File: src/rtl/rob.sv
// Reorder buffer: circular queue that allocates in program order, completes out of order
// from the CDB and retires one entry per cycle. Optional macro ROB_WB_BYPASS_EN forwards
// a same-cycle writeback onto the issue-queue operand-read ports.
module rob #(
  parameter int ROB_DEPTH      = 8,
  parameter int XLEN           = 32,
  parameter int GPR_ADDR_WIDTH = 5,
  localparam int TW            = $clog2(ROB_DEPTH)
) (
  input  logic                      clk,
  input  logic                      rst_n,

  input  logic                      alloc_req,
  input  logic [GPR_ADDR_WIDTH-1:0] alloc_dst_addr,
  input  logic                      alloc_dst_wen,
  output logic                      alloc_ready,
  output logic                      allocate_en,
  output logic [TW-1:0]             rob_alloc_tag_2rat,
  output logic [GPR_ADDR_WIDTH-1:0] rob_alloc_dst_addr_2rat,
  output logic                      rob_alloc_dst_wen_2rat,

  input  logic                      wb_en,
  input  logic [TW-1:0]             wb_tag,
  input  logic [XLEN-1:0]           wb_data,
  input  logic                      wb_br_taken,
  input  logic                      wb_exp,

  input  logic [TW-1:0]             rd1_tag,
  input  logic [TW-1:0]             rd2_tag,
  output logic                      rd1_ready,
  output logic                      rd2_ready,
  output logic [XLEN-1:0]           rd1_data,
  output logic [XLEN-1:0]           rd2_data,

  output logic                      commit_dst_en,
  output logic                      commit_valid,
  output logic [GPR_ADDR_WIDTH-1:0] rob_commit_dst_addr_2rat,
  output logic [TW-1:0]             rob_commit_Paddr,
  output logic [XLEN-1:0]           commit_data,
  output logic                      rob_commit_br_taken,
  output logic                      rob_commit_exp_en,

  output logic                      rob_empty,
  output logic                      rob_full
);

  localparam logic [TW:0] FULL_COUNT = (TW+1)'(ROB_DEPTH);

  // Control state (reset)
  logic [TW-1:0]        head_q;
  logic [TW-1:0]        tail_q;
  logic [TW:0]          count_q;
  logic [ROB_DEPTH-1:0] valid_q;
  logic [ROB_DEPTH-1:0] done_q;

  // Payload state (no reset)
  logic [XLEN-1:0]           data_q     [ROB_DEPTH];
  logic [GPR_ADDR_WIDTH-1:0] dst_addr_q [ROB_DEPTH];
  logic [ROB_DEPTH-1:0]      dst_wen_q;
  logic [ROB_DEPTH-1:0]      br_q;
  logic [ROB_DEPTH-1:0]      exp_q;

  logic wb_hit;
  logic flush_pending;

  // ---------------------------------------------------------------------------
  // Allocation side
  // ---------------------------------------------------------------------------
  assign rob_full    = (count_q == FULL_COUNT);
  assign rob_empty   = (count_q == '0);
  assign alloc_ready = !rob_full && !flush_pending;
  assign allocate_en = alloc_req && alloc_ready;

  assign rob_alloc_tag_2rat      = tail_q;
  assign rob_alloc_dst_addr_2rat = alloc_dst_addr;
  assign rob_alloc_dst_wen_2rat  = alloc_dst_wen;

  assign wb_hit = wb_en && valid_q[wb_tag];

  // ---------------------------------------------------------------------------
  // Retire side: the head may leave only once its result is latched, and never
  // while reset is being applied.
  // ---------------------------------------------------------------------------
  assign commit_valid  = rst_n && valid_q[head_q] && done_q[head_q];
  assign flush_pending = commit_valid && (br_q[head_q] || exp_q[head_q]);

  assign commit_dst_en            = commit_valid && dst_wen_q[head_q] && (dst_addr_q[head_q] != '0);
  assign rob_commit_dst_addr_2rat = commit_valid ? dst_addr_q[head_q] : '0;
  assign commit_data              = commit_valid ? data_q[head_q] : '0;
  assign rob_commit_br_taken      = commit_valid && br_q[head_q];
  assign rob_commit_exp_en        = commit_valid && exp_q[head_q];
  assign rob_commit_Paddr         = head_q;

  // ---------------------------------------------------------------------------
  // Queue pointers and per-entry valid/done
  // ---------------------------------------------------------------------------
  // NOTE: all clocked state uses non-blocking assignments so every register
  // samples the pre-edge value of every other, independent of statement order.
  always_ff @(posedge clk) begin
    if (!rst_n) begin
      head_q  <= '0;
      tail_q  <= '0;
      count_q <= '0;
      valid_q <= '0;
      done_q  <= '0;
    end else if (flush_pending) begin
      head_q  <= '0;
      tail_q  <= '0;
      count_q <= '0;
      valid_q <= '0;
      done_q  <= '0;
    end else begin
      if (wb_hit) begin
        done_q[wb_tag] <= 1'b1;
      end

      // The allocated slot is never the written-back one (it is invalid)
      // nor the head being retired (the queue would have to be full).
      if (allocate_en) begin
        valid_q[tail_q] <= 1'b1;
        done_q[tail_q]  <= 1'b0;
        tail_q          <= tail_q + TW'(1);
      end

      if (commit_valid) begin
        valid_q[head_q] <= 1'b0;
        head_q          <= head_q + TW'(1);
      end

      unique case ({allocate_en, commit_valid})
        2'b10:   count_q <= count_q + (TW+1)'(1);
        2'b01:   count_q <= count_q - (TW+1)'(1);
        default: count_q <= count_q;
      endcase
    end
  end

  // ---------------------------------------------------------------------------
  // Entry payload
  // ---------------------------------------------------------------------------
  // NOTE: the payload array is deliberately not reset; every field is written
  // at allocate or writeback before valid/done let it reach an output.
  always_ff @(posedge clk) begin
    if (rst_n && !flush_pending) begin
      if (allocate_en) begin
        dst_addr_q[tail_q] <= alloc_dst_addr;
        dst_wen_q[tail_q]  <= alloc_dst_wen;
        br_q[tail_q]       <= 1'b0;
        exp_q[tail_q]      <= 1'b0;
      end
      if (wb_hit) begin
        data_q[wb_tag] <= wb_data;
        br_q[wb_tag]   <= wb_br_taken;
        exp_q[wb_tag]  <= wb_exp;
      end
    end
  end

  // ---------------------------------------------------------------------------
  // Operand-read ports for the issue queue
  // ---------------------------------------------------------------------------
  // NOTE: each combinational output gets a default at the top of its block so
  // no path leaves it unassigned and no latch is inferred.
  always_comb begin
    rd1_ready = valid_q[rd1_tag] && done_q[rd1_tag];
    rd1_data  = rd1_ready ? data_q[rd1_tag] : '0;
`ifdef ROB_WB_BYPASS_EN
    if (wb_en && (wb_tag == rd1_tag) && valid_q[rd1_tag]) begin
      rd1_ready = 1'b1;
      rd1_data  = wb_data;
    end
`endif
  end

  always_comb begin
    rd2_ready = valid_q[rd2_tag] && done_q[rd2_tag];
    rd2_data  = rd2_ready ? data_q[rd2_tag] : '0;
`ifdef ROB_WB_BYPASS_EN
    if (wb_en && (wb_tag == rd2_tag) && valid_q[rd2_tag]) begin
      rd2_ready = 1'b1;
      rd2_data  = wb_data;
    end
`endif
  end

endmodule

File: config.mk
export PLATFORM = sky130hd
export DESIGN_NAME = rob
export DESIGN_NICKNAME = d
export VERILOG_FILES = /design/src/rtl/rob.sv
export SDC_FILE = /design/constraint.sdc
export NUM_CORES = 1
export LEC_CHECK = 0
export ABC_AREA = 1
export CAP_MARGIN = 20
export CORE_AREA = 2 2 160 225
export CTS_CLUSTER_SIZE = 25
export DETAILED_ROUTE_END_ITERATION = 8
export DIE_AREA = 0 0 162 227
export DONT_BUFFER_PORTS = 1
export PLACE_DENSITY = 0.76
export SLEW_MARGIN = 20
export SYNTH_ARGS = -nofsm -noshare
export SYNTH_HDL_FRONTEND = slang
export SYNTH_SLANG_ARGS = --single-unit
File: constraint.sdc
create_clock -name clk -period 3.53 [get_ports clk]
set_input_delay 0.8825 -clock clk [delete_from_list [all_inputs] [get_ports clk]]
set_output_delay 0.8825 -clock clk [all_outputs]
set_load 0.005 [all_outputs]
# --- Word-level counts from Yosys, hierarchy flattened ---
# Memories as Yosys holds them, arrays and structs flattened. A register that Yosys moved wholly into a read port is not among the register bits.
# Index checks and enable logic that the tools add are counted.
word_totals:
  ff_bits: 50
  ram_bits: 296
  n_memories: 2
memory_table:
  columns: ["name", "depth", "word_bits", "rd", "rd_clocked_by_memory_dff", "wr", "line_no", "text"]
  rows:
  - ["data_q", 8, 32, 3, 1, 1, "57", "logic [XLEN-1:0] data_q [ROB_DEPTH];"]
  - ["dst_addr_q", 8, 5, 1, 1, 1, "58", "logic [GPR_ADDR_WIDTH-1:0] dst_addr_q [ROB_DEPTH];"]
classes:
  n_addsub: 4
  n_lt_le_gt_ge: 8
  eq_ne: 3
  mux: 58
  bitwise_logic: 9
  n_reduce_logical: 24
ops:
  columns: ["op", "count"]
  rows:
  - ["$mux W8", 14]
  - ["$mux W32", 3]
  - ["$and A8 B8 Y8", 4]
  - ["$bmux W1 S3", 10]
  - ["$bwmux W8", 3]
  - ["$lt A3 B4 Y1 const B", 5]
  - ["$mux W1", 19]
  - ["$logic_and A1 B1 Y1", 16]
  - ["$not A8 Y8", 2]
  - ["$or A8 B8 Y8", 2]
  - ["$mux W3", 4]
  - ["$demux W1 S3", 3]
  - ["$ge A3 B1 Y1 const B", 3]
  - ["$pmux W4 S2", 1]
  - ["$add A3 B1 Y3 const B", 2]
  - ["$mux W5", 1]
  - ["$reduce_bool A5 Y1", 1]
  - ["$add A4 B1 Y4 const B", 1]
  - ["$eq A4 B4 Y1 const B", 1]
  - ["$logic_not A4 Y1", 1]
  - ["$sub A4 B1 Y4 const B", 1]
  - ["$eq A2 B1 Y1 const B", 1]
  - ["$eq A2 B2 Y1 const B", 1]
  - ["$logic_not A1 Y1", 2]
  - ["5 further kinds", 5]

# --- Depth between registers and ports, before layout ---
# Gate-level depths: netlist (run 1).
depth:
  word_depth: 13
  ltp_mapped: 18

# --- Least setup slack after synthesis (run 1) ---
# No wires, ideal clock.
synth_path:
  path_type: "input-to-reg"
  startpoint: "input wb_tag[0]"
  endpoint: "memory data_q[7][0], enable pin"
  setup_ps: 421
  arrival_time_ps: 3017
  path_slack_ps: 92
  stages: 8
  path_cell_list: "buf_2 o21ai_0 nand2_1 nand2_1 nand2_1 nand2_1 nand3b_1 nor2_1"
synth_via:
  elab_chain_len: 6
synth_rtl:
  columns: ["element", "line_no", "text"]
  rows:
  - ["from (decl)", "23", "input logic [TW-1:0] wb_tag,"]
  - ["$bmux W1 S3", "78", "assign wb_hit = wb_en && valid_q[wb_tag];"]
  - ["$mux W1 (implied by the code)", "78", null]
  - ["$logic_and A1 B1 Y1", "78", null]
  - ["$mux W1", "151", "if (wb_hit) begin"]
  - ["$mux W1", "144", "if (rst_n && !flush_pending) begin"]
  - ["$mux W1 (implied by the code)", "152", "data_q[wb_tag] <= wb_data;"]
  - ["to (decl)", "57", null]
# Several ways; a longest one is shown, not always the timed one. The select of a mux whose other input is x is not followed.

# --- Worst setup path in the final report (run 1) ---
layout_path:
  startpoint: "register head_q[1] (netlist: rob_commit_Paddr[1])"
  endpoint: "output rob_commit_dst_addr_2rat[1]"
layout_via:
  elab_chain_len: 5
layout_rtl:
  columns: ["element", "line_no", "text"]
  rows:
  - ["from (decl)", "50", "logic [TW-1:0] head_q;"]
  - ["from (signal assigned)", "127", "head_q <= head_q + TW'(1);"]
  - ["$bmux W1 S3", "84", "assign commit_valid = rst_n && valid_q[head_q] && done_q[head_q];"]
  - ["$mux W1 (implied by the code)", "84", null]
  - ["$logic_and A1 B1 Y1", "84", null]
  - ["$logic_and A1 B1 Y1 *", "84", null]
  - ["$mux W5 *", "88", "assign rob_commit_dst_addr_2rat = commit_valid ? dst_addr_q[head_q] : '0;"]
  - ["to (decl)", "37", "output logic [GPR_ADDR_WIDTH-1:0] rob_commit_dst_addr_2rat,"]
# Mark *: on every way between the ends. The rest lies on a longest branch, timed or not. The select of a mux whose other input is x is not followed.

==> results of run 1 <==
[metal layers]
layer,wire length [um],up-vias,track usage [%],share of wire [%]
li1,-,8389,-,-
met1,21100,8278,37.3,35
met2,28900,1155,54.0,48
met3,6430,255,6.39,11
met4,3610,0,20.0,6.0
met5,0,-,0,0
[cells by family after synthesis]
logic type	after synthesis	share of synthesized area, %
AO/OA/AOI/OAI	818	20.9
XOR/XNOR	4	0.176
adder cells (fa/ha/maj)	5	0.315
buffers and inverters	383	7.79
flip-flops	349	51.3
AND/OR/NAND/NOR	1000	19.6
[final cells by class]
type / instances / area [um2]
clock buffers: 40 / 895
clock inverters: 19 / 218
fillers: 2937 / 13200
inverters: 199 / 764
multi-input cells: 1827 / 8210
flip-flops and latches: 349 / 10200
well taps: 456 / 571
repair buffers: 52 / 569
[power groups by stage]
| stage | clock network, mW | logic (mW) | registers, mW |
|---|---|---|---|
| after floorplan | 0 | 0.491 | 4.64 |
| after global placement | 0 | 0.557 | 4.65 |
| after detailed placement | 0 | 0.571 | 4.65 |
| after CTS | 3.73 | 0.576 | 4.56 |
| after global routing | 3.87 | 0.651 | 4.56 |
| final | 3.69 | 0.584 | 4.56 |
[per-stage QoR]
stage,util [%],power (mW)
global placement,58.6,5.20
CTS,61.8,8.86
detailed placement,58.6,5.22
floorplan,-,5.13
global route,61.8,9.08
finish,61.8,8.84
[cells in the final DEF (no fill, tap or decap), drive strengths merged, types with 2 or more instances in the layout]
cell / n
nand3: 38
o221ai: 2
edfxtp: 320
o21ai: 441
xor2: 3
inv: 200
o22ai: 9
nand2: 583
o21bai: 10
a21oi: 350
buf: 52
nor3: 9
clkinv: 9
nand4: 4
clkbuf: 40
a31oi: 2
ha: 5
nor2: 362
clkinvlp: 5
bufinv: 4
dfxtp: 29
o211ai: 3
[sequential cells by signal, indices dropped and copies added (netlist names), named ones only]
signal / cells
exp_q: 8
done_q: 8
dst_wen_q: 8
rob_alloc_tag_2rat: 3
count_q: 4
dst_addr_q: 40
rob_commit_Paddr: 3
data_q: 256
valid_q: 8
br_q: 8
[cells in the mapped netlist, types with 3 or more instances]
cell type,n,area share (%)
inv_1,193,3.6
nand2_1,581,11
nor3_1,9,0.23
o21bai_1,10,0.38
buf_6,7,0.40
o211ai_1,3,0.11
a21oi_1,350,8.8
xor2_1,3,0.13
nor2_1,359,6.8
dfxtp_1,29,2.9
buf_4,6,0.23
o21ai_0,441,11
o22ai_1,9,0.28
buf_2,20,0.50
nand4_1,3,0.094
buf_1,22,0.42
nand3_1,36,0.91
ha_1,5,0.31
clkbuf_1,129,2.4
edfxtp_1,320,48
[what timing repair did]
item / CTS / global route
hold buffers: 0 / 0
endpoints found under the setup margin: 0 / 4
resized for setup: 0 / 3
[how the worst max path moves through the flow]
| stage | end | slack [ps] | cells after the start | from |
|---|---|---|---|---|
| floorplan | data_q[7][0] | 90 | 8 | wb_tag[0] |
| global placement | rd1_data[30] | 630 | 8 | rd1_tag[0] |
| detailed placement | count_q[3] | 520 | 15 | rob_commit_Paddr[0] |
| CTS | rob_commit_dst_addr_2rat[1] | 110 | 7 | rob_commit_Paddr[0] |
| global route | rob_commit_dst_addr_2rat[1] | 20 | 7 | rob_commit_Paddr[1] |
| finish | rob_commit_dst_addr_2rat[1] | 230 | 8 | rob_commit_Paddr[1] |
==> results.md, run 1 <==
* P per Cell Area at around 410 nW/um2
* Switching power at 1.99 mW
* Initial antenna violation count at 0
* R2r setup slk at 670 ps
* Via-to-Cell Ratio at 6.14
* CTS Sinks at 349
* CP Launch Type: flip-flop
* Total gr overflow at 0
* Comb pwr share at 6.6%
* Fin. max-slew vios at 0
* Max-cap violations at 0
* Min-delay src: wb_data[2]
* Slowest CP cell: dfxtp_1
* Syn Std Cell Area at 19900 um2
* Worst-path maximum fanout at 15
* Placed insts at 2883
* Final net count at roughly 2500
* Worst-path clk slew at 70 ps
* Critical path's top delay family: buffers and inverters
* Row count at 81
* Initial detailed-routing violation count at 2087
* WHS Endpoint: data_q[0][2]
* Worst Setup Slack, final at 234 ps
* Die H at 227 um
* Min Hold Slack at between 400 and 500 ps
* Fraction of registers with async set/reset at 0%
* Leakage power at 8.49 nW
* All-layer global routing usage at a little under a third
* Port Buffers at 0
* Layout Cells excl Fill at just under 3000
* Share of cells above drive strength 1 at 5.43%
* Cell depth of the worst min-delay path at 0
* Ys Warns at 0
* TritonCTS Buffers at 34
* Crit path cell chain: inv_1 > nor2_2 > buf_4 > o211ai_1 > nand4_1 > nand2_2 > buf_4 > a21oi_1
* CP peak stage delay at about 500 ps
* Worst min-delay path category: input pin to flip-flop
* Sequential area share after synthesis at approximately half
* Final Instance Area at ~21000 um2
* Post-Route WL at 60.0 mm
* Chip width at 162 um
* H-tree lvl count at 2
* Worst slew pin tran at 679 ps
* Layout Skew at about 21 ps
* Cells after Synth at roughly 2600
* Dpl cell area at 20300 um2
* CP Class: flip-flop to primary output
* Layout Area Growth over Synthesis at 7.77%
* Clock power share at between 40% and 50%
* DRC viols at 0
* Synth Register Bits at around 350
* Switching share of power at 22.5%
* ANT cells at 0
* I/O pins at 176
* Number of global-route vias before repair at 17300
* Clock latency at the later pin of the worst-skew pair at 540 ps
* Pin count of the biggest net entering global routing at 265
* CP most frequent cell: buf_4
* Post-synthesis net count at 2617
* HPWL Detailed at 35.2 mm
* Initial Util at 57.3%
* Worst slack, placed at 524 ps
* Hold Vio Cnt, Final at 0
* Worst r2r path cells at 15
* Average cell area after synthesis at just under 8 um2
* Critical path data arrival time at 2410 ps
* Status: completed
* Routed Antenna Nets at 0
* CTS tree: built
* Core outline area at 34700 um2
* Origin of the critical flop-to-flop path: rob_commit_Paddr[0]
* Setup TNS at 0 ps
* VDD IR-drop max at 0.434 mV
* First-pass GRT wire length at around 91 mm
* Critical path required time at 2650 ps
* Pre-Repair DR Iteration Count at 8
* Per-cell routed wire length at 20.4 um
* CTS root buf: clkbuf_16
* RePlAce Congestion at 0.945
* Postcts setup bufs at 0
* Clock Path Buffers at 3
* Top_reg_cell synth: edfxtp_1
* RSZ-0062 raised after global routing: no
* Fmax at 303 MHz
* Reg-to-Reg End: count_q[3]
* Internal power at about 7 mW
* Area of the die at around 37000 um2
* Final setup viols at 0
* Buf/Inv on CP at 3
* Worst Setup End Kind: primary output
* Fin crit period at 3300 ps
* Flop pwr share at 51.6%
* Number of flops mapped to enable cells by yosys at between 300 and 400
* Period utilization at 93.4%
* Synth cell types at 38
* Rel. slew slack at 54.7%
* Vias post-DR at 18100
Note: power is estimated with default switching activity, not from simulation.
==> inputs of run 2 (changes only) <==
==> constraint.sdc (replaced) <==
create_clock -name clk -period 3.53 [get_ports clk]
set_input_delay 0.706 -clock clk [delete_from_list [all_inputs] [get_ports clk]]
set_output_delay 0.706 -clock clk [all_outputs]
set_load 0.005 [all_outputs]
==> run 2 against run 1 <==
Sequential power barely moved. Setup slack got worse by 37 ps. Die area unchanged. Clock power up 3%. Utilization shrank 0.23 points.
==> results.md, run 2 (synthesis results as in run 1) <==
* CP Class: flip-flop to primary output
* Initial antenna violation count at 1
* Rel. slew slack at approximately two fifths
* Chip width at 162 um
* Worst min-delay path category: input pin to flip-flop
* Final Instance Area at 21300 um2
* Worst Setup End Kind: primary output
* Critical path's top delay family: simple AND/OR/NAND/NOR gates
* Buf/Inv on CP at 2
* Share of cells above drive strength 1 at 4.93%
* Final setup viols at 0
* Worst slew pin tran at between 900 and 1000 ps
* RSZ-0062 raised after global routing: no
* Most common cell after layout, fill and taps aside: nand2_1
* Clock latency at the later pin of the worst-skew pair at 550 ps
* CP peak stage delay at about 470 ps
* Period utilization at 94.4%
* Layout Area Growth over Synthesis at 7.37%
* Critical path required time at 2820 ps
* Register area at 10200 um2
* Commonest cells after routing, fill and taps aside: 579 x nand2_1, 441 x o21ai_0, 351 x nor2_1
* Post-Route WL at 60.6 mm
* Hold Vio Cnt, Final at 0
* VDD IR-drop max at 0.378 mV
* Largest regs: data_q x256, dst_addr_q x40
* Max-cap violations at 0
* Slowest CP cell: dfxtp_1
* Die H at 227 um
* Most flops, register: data_q
* Crit path cell chain: inv_1 > nor2_2 > o211ai_1 > nand4_1 > nand2_2 > buf_4 > nor2_1
* DRC viols at 0
* Area of the die at ~37000 um2
* Worst-path clk slew at 70 ps
* Worst-path maximum fanout at 19
* Number of global-route vias before repair at 17100
* Vias post-DR at ~18000
* RePlAce Congestion at 0.997
* CTS root buf: clkbuf_16
* Fin crit period at 3330 ps
* Max FFs per register at 256
* Row count at 81
* I/O pins at 176
* Core outline area at approximately 35000 um2
* Dpl cell area at about 20000 um2
* TritonCTS Buffers at 36
* Fmax at 300 MHz
* Total gr overflow at 0
* Leakage power at 8.46 nW
* Per-cell routed wire length at a little over 20 um
* Final net count at 2508
* Port Buffers at 0
* Pin count of the biggest net entering global routing at about 270
* CP Launch Type: flip-flop
* Initial Util at 57.3%
* Clock Path Buffers at 3
* Routed Antenna Nets at 0
* CTS tree: built
* All-layer global routing usage at 32.3%
* Status: completed
* Critical path data arrival time at 2630 ps
* First-pass GRT wire length at between 90 and 100 mm
* Filler cells at 3006
* Via-to-Cell Ratio at between 6 and 7
* H-tree lvl count at 2
* P per Cell Area at 419 nW/um2
* Layout Skew at 34.0 ps
* ANT cells at 0
* Area of the multi-input gates at a little over 8000 um2
* Initial detailed-routing violation count at around 2200
* Pre-Repair DR Iteration Count at 6
* HPWL Detailed at 35.2 mm
* Fin. max-slew vios at 0
* Setup TNS at 0 ps
* CTS Sinks at 349
[run 2: changes by cell type in the layout (fill, tap and decap cells not counted), sizes merged]
cell	previous run	this run
clkinvlp	5	0
bufinv	4	3
clkinv	9	12
clkbuf	40	45
buf	52	37
inv	200	202
[run 2: final cells by class]
class | instances | share of cell area (%)
multi-input cells | 1827 | 38.4
well taps | 456 | 2.67
clock inverters | 18 | 0.915
inverters | 199 | 3.59
flip-flops and latches | 349 | 47.8
repair buffers | 37 | 2.12
clock buffers | 45 | 4.47
[run 2: repair_timing]
item,4_1_cts,5_1_grt
setup endpoints to repair,0,27
resized for setup,0,2
setup buffers,0,0
hold buffers,0,0
[run 2: per-stage QoR]
| step | utilization, % | power [mW] | setup WS [ps] | hold WS (ps) | std cells |
|---|---|---|---|---|---|
| global route | 61.6 | 9.18 | 27.4 | 231 | 2931 |
| CTS | 61.6 | 8.95 | 61.7 | 233 | 2931 |
| detailed placement | 58.2 | 5.21 | 398 | 484 | 2868 |
| finish | 61.6 | 8.93 | 197 | 248 | 2931 |
| floorplan | - | 5.13 | 269 | 454 | 2559 |
| global placement | 58.2 | 5.20 | 472 | 472 | 2868 |
[run 2: worst paths after layout]
| check | start | endpoint | slack [ps] | cells after the start |
|---|---|---|---|---|
| hold reg to reg | valid_q[0] | valid_q[0] | 500 | 2 |
| hold / removal | wb_data[1] | data_q[6][1] | 250 | 0 |
| setup reg to reg | rob_commit_Paddr[1] | count_q[2] | 470 | 13 |
| setup / recovery | rob_commit_Paddr[1] | rob_commit_exp_en | 200 | 7 |
[run 2: metal layers]
metal / vias to the layer above / routed length [um] / GRT usage [%]
li1: 8357 / - / -
met1: 8261 / 21200 / 38.5
met2: 1100 / 29500 / 54.8
met3: 226 / 6730 / 6.98
met4: 2 / 3210 / 17.8
met5: - / 13 / 0
[run 2: where the power goes]
part / total (mW) / switching [mW] / internal [mW]
combinational: 0.578 / 0.398 / 0.180
sequential: 4.56 / 0.0185 / 4.54
clock: 3.80 / 1.64 / 2.16
[run 2: worst register-to-register path: stages (launching register included)]
cell	delay, ps
dfxtp_1	470
inv_1	90
nor2_2	260
o211ai_1	140
nand4_1	170
nand2_2	370
inv_2	350
ha_1	270
xor2_1	280
ha_1	200
a21oi_1	50
a21oi_1	140
o21ai_0	80
a21oi_1	120
